--- src/rtl/l2_arbiter.sv ---
// Round-robin arbiter between I-cache and D-cache miss ports onto one L2 port.
// The granted request is registered so L2 sees a stable address/line/op.
module l2_arbiter #(
    parameter int ADDR_W = 16,
    parameter int LINE_W = 128
) (
    input  logic              clk,
    input  logic              rst,
    input  logic              i_read,
    input  logic [ADDR_W-1:0] i_addr,
    output logic              i_resp,
    output logic [LINE_W-1:0] i_rdata,
    input  logic              d_read,
    input  logic              d_write,
    input  logic [ADDR_W-1:0] d_addr,
    input  logic [LINE_W-1:0] d_wdata,
    output logic              d_resp,
    output logic [LINE_W-1:0] d_rdata,
    output logic              l2_read,
    output logic              l2_write,
    output logic [ADDR_W-1:0] l2_addr,
    output logic [LINE_W-1:0] l2_wdata,
    input  logic              l2_resp,
    input  logic [LINE_W-1:0] l2_rdata
);

    typedef enum logic [1:0] {
        IDLE,
        SERVE_I,
        SERVE_D
    } state_e;

    state_e            state_q, state_d;
    logic              last_d_q, last_d_d;
    logic              wr_q, wr_d;
    logic [ADDR_W-1:0] addr_q, addr_d;
    logic [LINE_W-1:0] wdata_q, wdata_d;

    logic d_req;
    logic grant_i;
    logic grant_d;

    // On contention the client that was not served last wins.
    assign d_req   = d_read | d_write;
    assign grant_d = d_req & (~i_read | ~last_d_q);
    assign grant_i = i_read & (~d_req | last_d_q);

    always_comb begin
        state_d  = state_q;
        last_d_d = last_d_q;
        wr_d     = wr_q;
        addr_d   = addr_q;
        wdata_d  = wdata_q;
        unique case (state_q)
            IDLE: begin
                if (grant_d) begin
                    state_d  = SERVE_D;
                    addr_d   = d_addr;
                    wdata_d  = d_wdata;
                    wr_d     = d_write;
                    last_d_d = 1'b1;
                end else if (grant_i) begin
                    state_d  = SERVE_I;
                    addr_d   = i_addr;
                    wr_d     = 1'b0;
                    last_d_d = 1'b0;
                end
            end
            SERVE_I, SERVE_D: begin
                if (l2_resp) begin
                    state_d = IDLE;
                end
            end
            default: state_d = IDLE;
        endcase
    end

    always_ff @(posedge clk) begin
        if (rst) begin
            state_q  <= IDLE;
            last_d_q <= 1'b0;
            wr_q     <= 1'b0;
            addr_q   <= '0;
            wdata_q  <= '0;
        end else begin
            state_q  <= state_d;
            last_d_q <= last_d_d;
            wr_q     <= wr_d;
            addr_q   <= addr_d;
            wdata_q  <= wdata_d;
        end
    end

    assign l2_read  = (state_q == SERVE_I) | ((state_q == SERVE_D) & ~wr_q);
    assign l2_write = (state_q == SERVE_D) & wr_q;
    assign l2_addr  = addr_q;
    assign l2_wdata = wdata_q;

    assign i_resp  = (state_q == SERVE_I) & l2_resp;
    assign d_resp  = (state_q == SERVE_D) & l2_resp;
    assign i_rdata = l2_rdata;
    assign d_rdata = l2_rdata;

    // Simultaneous read and write from the D-cache is a client bug.
    a_d_rw_excl: assert property (@(posedge clk) disable iff (rst)
        !(d_read && d_write));

endmodule

--- config.mk ---
export PLATFORM = sky130hd
export DESIGN_NAME = l2_arbiter
export DESIGN_NICKNAME = d
export VERILOG_FILES = /design/src/rtl/l2_arbiter.sv
export SDC_FILE = /design/constraint.sdc
export NUM_CORES = 1
export LEC_CHECK = 0
export ABC_AREA = 1
export CELL_PAD_IN_SITES_DETAIL_PLACEMENT = 1
export CELL_PAD_IN_SITES_GLOBAL_PLACEMENT = 1
export CORE_AREA = 5 5 265 267
export CTS_BUF_LIST = sky130_fd_sc_hd__clkbuf_4 sky130_fd_sc_hd__clkbuf_8 sky130_fd_sc_hd__clkbuf_16
export DETAILED_ROUTE_END_ITERATION = 8
export DIE_AREA = 0 0 270 272
export PLACE_DENSITY_LB_ADDON = 0.1
export SLEW_MARGIN = 20
export SYNTH_ARGS = -nofsm -noshare
export SYNTH_HDL_FRONTEND = slang
export SYNTH_SLANG_ARGS = --single-unit
--- constraint.sdc ---
create_clock -name clk -period 4.25 [get_ports clk]
set_clock_uncertainty 0.05 [all_clocks]
set_input_delay 0.425 -clock clk [delete_from_list [all_inputs] [get_ports clk]]
set_output_delay 0.425 -clock clk [all_outputs]
set_load 0.005 [all_outputs]
==> impl_metrics.json <==
{
  "status": "finished, final reports clean",
  "wl_per_cell_um": 18.1,
  "ys_types": 16,
  "grt_usage": 0.0942,
  "power.switching_mw": 1.94,
  "rsz0062_at_grt": "no",
  "final-setup-viol-count": 0,
  "fin_total_pwr_mw": 5.44,
  "vias": 6578,
  "initial_core_util": 0.113,
  "numCtsBuffers": 17,
  "use_met2": 0.156,
  "tightest_slew_ns": 1.09,
  "drive_above_1_share": 0.0439,
  "synth_nets": 1334,
  "cp.required_ns": 3.77,
  "synth_warnings": 0,
  "sw_frac_of_total": 0.356,
  "core-area_mm2": 0.0679,
  "pre_cts_slack_ns": 1.65,
  "dp_hpwl_um": 25000,
  "ys_ff_latch": 148,
  "hp-class": "in -> reg",
  "area_growth_pct": 35.8,
  "use_met1": 0.0918,
  "chipHeight_um": 272,
  "clockPowerShare": 0.305,
  "clk_path_buf_depth": 2,
  "syn-instance-count": 1037,
  "gp_congestion": 0.646,
  "hold_viol": 0,
  "drt-pass1-iter-count": 4,
  "seq_power_share": 0.332,
  "clk-insertion-delay-late_ns": 0.46,
  "leakagePower_nw": 3.80,
  "num_io_pins": 698,
  "cts.sinks": 148,
  "use_met3": 0.0595,
  "dp.cells": 1921,
  "post-route-util": 0.154,
  "htreeDepth": 4,
  "finish.instance_area_mm2": 0.0104,
  "crit_arrival_ns": 1.88,
  "fin_nets": 1355,
  "cp-end-kind": "output port",
  "cp_max_fo": 3,
  "syn_avg_cell_area_um2": 7.41,
  "die_area_mm2": 0.0734,
  "grt_pass1_vias": 7082,
  "holdWs_ns": 0.175,
  "post-cts-setup-buffers": 0,
  "grt_pass1_wl_um": 50900,
  "relSlewSlack": 0.275,
  "ctsHoldBuffers": 0,
  "cap_viol_max_count": 0,
  "drc": 0,
  "ant_nets": 0,
  "slew_violations": 0,
  "cts_tree": "built",
  "grt_busiest_layer": "met2",
  "max_freq_ghz": 0.424,
  "cts_root_buf": "clkbuf_16",
  "rows": 96,
  "port_buffers": 313,
  "worst_setup_path_start_kind": "flip-flop",
  "fin_cells": 1957,
  "power.internal_mw": 3.51,
  "netlist_area_mm2": 0.00769,
  "ctsResizeCount": 0,
  "ir_worst_vdd_mv": 0.299,
  "p_comb_frac": 0.362,
  "fin_crit_ns": 2.36,
  "place_area_mm2": 0.00983,
  "synth-seq-area-share": 0.385,
  "clk_pin_slew_ns": 0.07,
  "grt_antenna_before_repair": 4,
  "setup_ws_ns": 1.89,
  "drtIter0Drc": 215,
  "finalCritPeriodShare": 0.555,
  "die_x_um": 270,
  "critPathKind": "reg -> out",
  "finalSetupTns_ns": 0,
  "wirelength_um": 35300,
  "p_per_area_mw_per_mm2": 521,
  "grt_overflow": 0,
  "grt_max_degree": 86,
  "avgViaCountPerCell": 3.36
}
-- Yosys cell counts --
library cell	instances	area [um^2]
buf_4	259	1940
nand2_1	205	769
dfxtp_1	148	2960
a21oi_1	132	661
nand3_1	132	661
nor2_1	49	184
inv_1	42	158
buf_2	29	145
clkbuf_1	29	109
buf_1	3	11.3
ha_1	3	37.5
nor2_4	2	22.5
clkinv_1	1	3.75
nand2_2	1	6.26
o21ai_1	1	5.00
o21bai_1	1	7.51
-- metal layers --
layer  vias up  routed length (um)
met5         -                  80
met4         4                1240
met3        97                4160
met2       345               17100
met1      3038               12700
li1       3094                   -
-- registers in the layout, summed over array words and instances (netlist names) --
name	count
state_q	2
wr_q	1
last_d_q	1
l2_wdata	128
l2_addr	16
-- cell type report --
cell class,instances,area (um^2)
antenna,5,12.5
tap,882,1100
sequential,148,2960
fill,8014,57400
inverter,43,161
clock inverter,12,153
multi-input combinational,526,2380
timing repair buffer,322,3220
clock buffer,19,447
-- placed cells by master (no fill, tap or decap), drive strengths merged --
cell           instances
inv                   44
clkinvlp               1
a21oi                132
o21ai                  1
ha                     3
nor2                  51
bufinv                 3
clkbuf                19
clkinv                 7
buf                   10
clkdlybuf4s50        312
o21bai                 1
nand2                206
nand3                132
diode                  5
dfxtp                148
-- worst paths after layout --
path	start	endpoint	slack [ns]	cells after the start
worst min register to register	l2_wdata[31]	l2_wdata[31]	0.41	2
worst min-delay path	rst	l2_wdata[10]	0.17	2
worst max-delay path	state_q[0]	l2_read	1.89	5
worst max register to register	state_q[0]	l2_addr[8]	2.04	7
-- power groups by stage --
stage	clock [mW]	sequential, mW	combinational (mW)
after global routing	1.83	1.85	2.20
after detailed placement	0	1.84	2.08
final	1.66	1.81	1.97
after global placement	0	1.84	2.08
after floorplan	0	1.85	1.07
after CTS	1.81	1.82	2.08
-- critical path, cell delays in order, from the launching register on --
cell	delay, ns
dfxtp_1	0.33
inv_1	0.12
ha_1	0.21
inv_1	0.05
o21bai_1	0.12
clkdlybuf4s50_1	0.58
-- cell families (layout without fill, tap and decap cells) --
kind of cell / count (synthesis) / in the layout / synth area share
and+or+nand+nor: 389 / 389 / 0.214
buffers and inverters: 363 / 396 / 0.308
DFF: 148 / 148 / 0.385
AOI/OAI and AO/OA: 134 / 134 / 0.0876
adders and majority gates: 3 / 3 / 0.00488
other: 0 / 5 / 0
Power figures use the tool's default switching activity.
